[config.mk]
export PLATFORM = sky130hd
export DESIGN_NAME = phase_frame_loader
export DESIGN_NICKNAME = d
export VERILOG_FILES = /design/src/rtl/holo_pkg.sv /design/src/rtl/phase_bank.sv /design/src/rtl/phase_frame_loader.sv
export SDC_FILE = /design/constraint.sdc
export NUM_CORES = 2
export LEC_CHECK = 0
export ABC_AREA = 1
export ABC_CLOCK_PERIOD_IN_PS = 3500
export CAP_MARGIN = 20
export CORE_AREA = 4 4 402 404
export DETAILED_ROUTE_END_ITERATION = 10
export DIE_AREA = 0 0 406 408
export PLACE_DENSITY_LB_ADDON = 0.12
export SLEW_MARGIN = 20
export SYNTH_ARGS = -nofsm -noshare
export SYNTH_HDL_FRONTEND = slang
export SYNTH_SLANG_ARGS = --single-unit
[constraint.sdc]
create_clock -name sys_clk -period 3.5 [get_ports sys_clk]
set_input_delay 0.7 -clock sys_clk [delete_from_list [all_inputs] [get_ports sys_clk]]
set_output_delay 0.7 -clock sys_clk [all_outputs]
set_load 0.005 [all_outputs]
[src/rtl/holo_pkg.sv]
// Shared types and constants for the phase frame loading path.
package holo_pkg;

   typedef logic [7:0] phase_t;

   typedef enum logic [1:0] {
      IDLE,
      PAYLOAD,
      CHECK,
      PEND
   } loader_state_t;

   localparam phase_t SOF_DEFAULT = 8'hA5;

endpackage

[src/rtl/phase_bank.sv]
// Double-buffered phase registers: frames land in the shadow bank, and a commit
// copies every channel into the active bank on the same edge.
module phase_bank
   import holo_pkg::*;
#(
   parameter int unsigned NUM_CHANNELS = 128,
   parameter int unsigned IDX_W        = 7
) (
   input  logic             clk,
   input  logic             rst_n,
   input  logic             wr_en,
   input  logic [IDX_W-1:0] wr_idx,
   input  logic [7:0]       wr_data,
   input  logic             commit,
   output logic [7:0]       active [0:NUM_CHANNELS-1]
);

   phase_t shadow_q [0:NUM_CHANNELS-1];
   phase_t active_q [0:NUM_CHANNELS-1];

   always_ff @(posedge clk or negedge rst_n) begin
      if (!rst_n) begin
         for (int unsigned i = 0; i < NUM_CHANNELS; i++) begin
            shadow_q[i] <= '0;
            active_q[i] <= '0;
         end
      end else begin
         if (wr_en) begin
            shadow_q[wr_idx] <= wr_data;
         end
         if (commit) begin
            for (int unsigned i = 0; i < NUM_CHANNELS; i++) begin
               active_q[i] <= shadow_q[i];
            end
         end
      end
   end

   always_comb begin
      for (int unsigned i = 0; i < NUM_CHANNELS; i++) begin
         active[i] = active_q[i];
      end
   end

endmodule

[src/rtl/phase_frame_loader.sv]
// Frame parser and commit scheduler: SOF, NUM_CHANNELS phase bytes and an XOR
// checksum; a verified frame is committed to all channels on the next period boundary.
module phase_frame_loader
   import holo_pkg::*;
#(
   parameter int unsigned NUM_CHANNELS   = 128,
   parameter logic [7:0]  SOF_BYTE       = SOF_DEFAULT,
   parameter int unsigned TIMEOUT_CYCLES = 50000
) (
   input  logic       sys_clk,
   input  logic       rst_n,
   input  logic [7:0] rx_data,
   input  logic       rx_valid,
   output logic       rx_ready,
   input  logic       period_start,
   input  logic       clr_error,
   output logic [7:0] phases [0:NUM_CHANNELS-1],
   output logic       frame_ok,
   output logic       read_error,
   output logic       busy
);

   localparam int unsigned IDX_W = (NUM_CHANNELS > 1) ? $clog2(NUM_CHANNELS) : 1;
   localparam int unsigned TMO_W = $clog2(TIMEOUT_CYCLES + 1);
   localparam logic [IDX_W-1:0] LAST_IDX = IDX_W'(NUM_CHANNELS - 1);
   localparam logic [TMO_W-1:0] TMO_LAST = TMO_W'(TIMEOUT_CYCLES - 1);

   loader_state_t    state_q;
   logic [IDX_W-1:0] idx_q;
   phase_t           chk_q;
   logic [TMO_W-1:0] tmo_q;
   logic             frame_ok_q;
   logic             read_error_q;
   logic             read_error_d;

   logic xfer;
   logic in_frame;
   logic tmo_hit;
   logic chk_bad;
   logic wr_en;
   logic commit;

   assign rx_ready = (state_q != PEND);
   assign xfer     = rx_valid & rx_ready;
   assign in_frame = (state_q == PAYLOAD) || (state_q == CHECK);
   // Fires on the idle cycle that would bring the counter to TIMEOUT_CYCLES.
   assign tmo_hit  = in_frame & ~xfer & (tmo_q == TMO_LAST);
   assign chk_bad  = (state_q == CHECK) & xfer & (rx_data != chk_q);
   assign wr_en    = (state_q == PAYLOAD) & xfer;
   assign commit   = (state_q == PEND) & period_start;

   always_comb begin
      read_error_d = read_error_q;
      if (clr_error) begin
         read_error_d = 1'b0;
      end
      if (tmo_hit || chk_bad) begin
         read_error_d = 1'b1;
      end
   end

   always_ff @(posedge sys_clk or negedge rst_n) begin
      if (!rst_n) begin
         state_q      <= IDLE;
         idx_q        <= '0;
         chk_q        <= '0;
         tmo_q        <= '0;
         frame_ok_q   <= 1'b0;
         read_error_q <= 1'b0;
      end else begin
         frame_ok_q   <= 1'b0;
         read_error_q <= read_error_d;

         if (in_frame) begin
            tmo_q <= xfer ? '0 : tmo_q + 1'b1;
         end else begin
            tmo_q <= '0;
         end

         case (state_q)
            IDLE: begin
               if (xfer && (rx_data == SOF_BYTE)) begin
                  state_q <= PAYLOAD;
                  idx_q   <= '0;
                  chk_q   <= '0;
               end
            end
            PAYLOAD: begin
               if (tmo_hit) begin
                  state_q <= IDLE;
               end else if (xfer) begin
                  chk_q <= chk_q ^ rx_data;
                  idx_q <= idx_q + 1'b1;
                  if (idx_q == LAST_IDX) begin
                     state_q <= CHECK;
                  end
               end
            end
            CHECK: begin
               if (tmo_hit) begin
                  state_q <= IDLE;
               end else if (xfer) begin
                  state_q <= chk_bad ? IDLE : PEND;
               end
            end
            PEND: begin
               if (period_start) begin
                  state_q    <= IDLE;
                  frame_ok_q <= 1'b1;
               end
            end
            default: state_q <= IDLE;
         endcase
      end
   end

   assign frame_ok   = frame_ok_q;
   assign read_error = read_error_q;
   assign busy       = (state_q != IDLE);

   phase_bank #(
      .NUM_CHANNELS (NUM_CHANNELS),
      .IDX_W        (IDX_W)
   ) u_bank (
      .clk     (sys_clk),
      .rst_n   (rst_n),
      .wr_en   (wr_en),
      .wr_idx  (idx_q),
      .wr_data (rx_data),
      .commit  (commit),
      .active  (phases)
   );

endmodule
# Word-level counts from Yosys, hierarchy flattened
# Index checks and enable logic that the tools add are counted.
# word_totals
reg_bits	2083
latch_bits	0
ramBits	0
mem_bits_ro	0
inputBits	13
out_inout_bits	1028
elab_cells	327
mem_count	0
# classes
addsub	2
n_mul	0
n_div	0
order_cmp	2
n_eq_ne	15
shifts	0
mux	26
n_bitwise	10
n_reduce_logical	10
# op_table
op	count
$bwmux 1024	1
$demux 8 s7	1
$mux 16	2
$mux 8	4
$mux 7	3
$add 16x1->16 const B	1
$eq 16x16->1 const B	1
$mux 2	8
$pmux 8 s2	1
$pmux 7 s2	1
$ne 2x2->1 const B	5
$eq 8x8->1 const B	1
$ge 8x8->1 const B	1
$lt 8x1->1 const B	1
$ne 8x8->1	1
$not 7->8	1
$pmux 2 s4	1
$xor 8x8->8	1
$add 7x1->7 const B	1
$and 1x1->1	7
$eq 7x7->1 const B	1
$ne 3x3->1 const B	2
$reduce_bool 2->1	3
$reduce_and 5->1	1
9 further kinds	15

# Depth between registers and ports, before layout
# depth
depth_word	8
ltp_mapped	12
mapped_depth_nobuf	11

# Cells and area by module
# A second synthesis with hierarchy kept.
# hier_totals
hier_cells	7019
area_unflattened_um2	79314.8
# by_module_without_submodules
mod	n_inst	cells_per_inst	area_per_inst_um2	seq_area_each_um2
phase_bank	1	6768	77339.2	51249.2
phase_frame_loader	1	251	1975.6	875.8

# Worst setup path after synthesis
# OpenSTA, ideal clock, no wires.
# synth_path
kind	input -> register
start	input rx_valid
end	register u_bank.shadow_q[805] (netlist name)
setup_ps	130
t_arrival_ps	1901
t_required_ps	3370
path_slack_ps	1469
stages	9
n_path_buf	2
path_cell_list	nand2_2 nor2_4 inv_2 nor4_4 buf_6 nand2_4 buf_2 nand2_1 o21ai_1
# synth_between
elab_chain_len	2
# synth_lines
element	line	rtl
start: declaration	phase_frame_loader.sv:13	input logic rx_valid,
$and 1x1->1	phase_frame_loader.sv:44	assign xfer = rx_valid & rx_ready;
$and 1x1->1	phase_frame_loader.sv:49	assign wr_en = (state_q == PAYLOAD) & xfer;
end signal: indexed assignment	phase_bank.sv:29	shadow_q[wr_idx] <= wr_data;
end: declaration	phase_bank.sv:18	phase_t shadow_q [0:NUM_CHANNELS-1];
# No other way between the ends.
# A chain may end at the register's enable or synchronous reset.

# Final worst setup path
# layout_path
start	register state_q[0]
end	output busy
# layout_between
elab_chain_len	1
# layout_lines
element	line	rtl
start: declaration	phase_frame_loader.sv:28	loader_state_t state_q;
start signal: assignment	phase_frame_loader.sv:103	state_q <= chk_bad ? IDLE : PEND;
$reduce_bool 2->1	phase_frame_loader.sv:119	assign busy = (state_q != IDLE);
end: declaration	phase_frame_loader.sv:20	output logic busy
# No other way between the ends.

==> flow_summary.ini <==
[clock_network]
clockBufferDepth = 3
hold_buffers = 1
ctsHtreeMaxLevel = 4
insertion_delay_ns = 0.84
cts_setup_buffers = 0
cts_buffers = 208
root_buffer = clkbuf_16
ctsResizeCount = 0
cts.sinks = 2083
path_clk_slew_ns = 0.06
cts_tree = done

[detailed_routing]
via_count = 59300
drt-total-wl_um = 250000
routedWlPerCell_um = 22.2
drc = 0
postRouteAntennaNets = 0
dr.first_iter.drc_count = 5547
first_pass_iters = 5
vias_per_cell = 5.26

[floorplanning]
die_x_um = 406
coreArea_um2 = 158000
fp-row-count = 146
die_y_um = 408
initial_core_util = 0.486
dieArea_um2 = 166000
io_pins = 1041

[yosys]
netlist_area_um2 = 76700
synth_fp_nets = 8106
avgSynthCellArea_um2 = 9.48
yosysUniqueCellTypes = 31
synth_warnings = 0
yosys_most_used_dff = dfrtp_1
synthCells = 8087
synthArstFlopShare = 1.00
synth.ff_latch_count = 2083
yosysSeqAreaShare = 0.680
synth_edf_count = 0

[finish]
nFillCells = 13400
final_common_cell = nand2_1
final_nets = 9030
final_cells = 11300
layout-drive-gt1-share = 0.0644
final_cell_mix = 4243 x nand2_1, 2083 x dfrtp_1, 1039 x clkdlybuf4s50_1, 863 x o21ai_0, 209 x clkbuf_16
areaGrowthSynthToFinish_pct = 26.2
finalInstanceArea_um2 = 96800
final_util = 0.613

[place]
numPortBuffers = 1040
hpwl_um = 162000
dp_cells = 10900
place_congestion = 0.854
place_area_um2 = 89700
pre_cts_ws_ns = 0.481

[critical_path]
cp-start-kind = flop
required_ns = 2.80
path_common_cell = inv_1
crit_path_end_kind = output port
crit_arrival_ns = 2.26
cp_cell_sequence = inv_1, ha_1, inv_1, clkdlybuf4s50_1
crit_type = reg2out
path_max_fanout = 5
critical-path-slowest-cell = clkdlybuf4s50_1
critPathMaxStageDelay_ns = 0.64

[sta]
fmax_ghz = 0.338
grt_setup_unrepaired = no
fin_ws_ns = 0.541
maxSlewHeadroom = 0.145
min_period_over_period = 0.846
setup_viol = 0
hold_viol_final = 0
finalSetupTns_ns = 0
fin_crit_ns = 2.96
hold_ws_ns = 0.413
finalMaxSlewViolations = 0
fin_skew_ns = 0.0507
worst_pin_slew_ns = 1.28

[grt]
antenna_found_initial = 10
grtUsageTotal = 0.302
grt_max_degree = 207
grt_pass1_wl_um = 378000
overflow = 0
grt_pass1_vias = 58300

[power]
vdd_drop_max_mv = 0.461
power_leakage_nw = 48.8
power_density_nw_per_um2 = 646
finalPower_mw = 62.5

[flow_run]
max_cap_viol_count = 0

[outcome]
status = finished, final reports clean

[min_path]
hold_class = in2async
==> sequential cells by signal, indices dropped and copies added (netlist names) <==
| signal | cells |
|---|---|
| frame_ok | 1 |
| state_q | 2 |
| chk_q | 8 |
| tmo_q | 16 |
| idx_q | 7 |
| u_bank.active | 1024 |
| u_bank.shadow_q | 1024 |
| read_error | 1 |
==> cell families (layout without fill, tap and decap cells) <==
kind of cell,after synthesis,in the layout,share of synthesized area
adder cells (fa/ha/maj),6,6,0.000979
AND/OR/NAND/NOR,4402,4402,0.221
other,0,10,0
flip-flops,2083,2083,0.680
AO/OA/AOI/OAI,1062,1062,0.0695
XOR/XNOR,2,2,0.000228
buffers and inverters,532,1626,0.0283
==> synth_stat cells (all sizes together) (2+ instances only) <==
master	number	area (um2)
a21oi	11	55.1
buf	60	393
clkbuf	418	1570
dfrtp	2083	52100
ha	6	75.1
inv	54	205
nand2	4312	16500
nand3	19	95.1
nand4	4	25.0
nor2	55	264
nor3	9	90.1
nor4	2	42.5
o21ai	1041	5210
o22ai	8	50.1
==> layer usage <==
| metal | up-vias | wire length (um) | GRT usage | share of wire |
|---|---|---|---|---|
| li1 | 27200 | - | - | - |
| met1 | 29600 | 105000 | 0.412 | 0.42 |
| met3 | 461 | 16900 | 0.0607 | 0.067 |
| met2 | 2104 | 115000 | 0.464 | 0.46 |
| met4 | 0 | 13800 | 0.149 | 0.055 |
| met5 | - | 0 | 0 | 0 |
==> critical path: cells and delay by family (launching register included) <==
| kind | cells | cell delay (ns) |
|---|---|---|
| adder cells (fa/ha/maj) | 1 | 0.26 |
| buffers and inverters | 3 | 0.82 |
| flip-flops | 1 | 0.39 |
==> power by group <==
group | switching, mW | internal (mW) | leakage (nW) | total (mW)
logic | 5.23 | 4.57 | 16.4 | 9.80
registers | 2.72 | 27.4 | 28.9 | 30.1
clock network | 9.51 | 13.2 | 3.48 | 22.7
==> final cells by class <==
class	count	area, um2	area share
diodes	10	25.0	0.000259
clock buffers	318	6270	0.0648
clock inverters	62	776	0.00802
inverters	54	235	0.00243
multi-input cells	5472	22400	0.232
flip-flops and latches	2083	52100	0.539
well taps	2072	2590	0.0268
repair buffers	1192	12300	0.127
==> path summary, 6_finish.rpt <==
path	start	endpoint	slack [ns]	depth (start not counted)
setup / recovery	state_q[0]	busy	0.54	4
hold / removal	rst_n	u_bank.active[780]	0.41	2
setup reg to reg	idx_q[3]	u_bank.shadow_q[889]	0.84	6
hold reg to reg	u_bank.shadow_q[293]	u_bank.active[293]	0.44	2
max in group asynchronous	rst_n	u_bank.shadow_q[186]	1.62	4
min in group sys_clk	u_bank.shadow_q[293]	u_bank.active[293]	0.44	2
(Power assumes the default switching activity.)
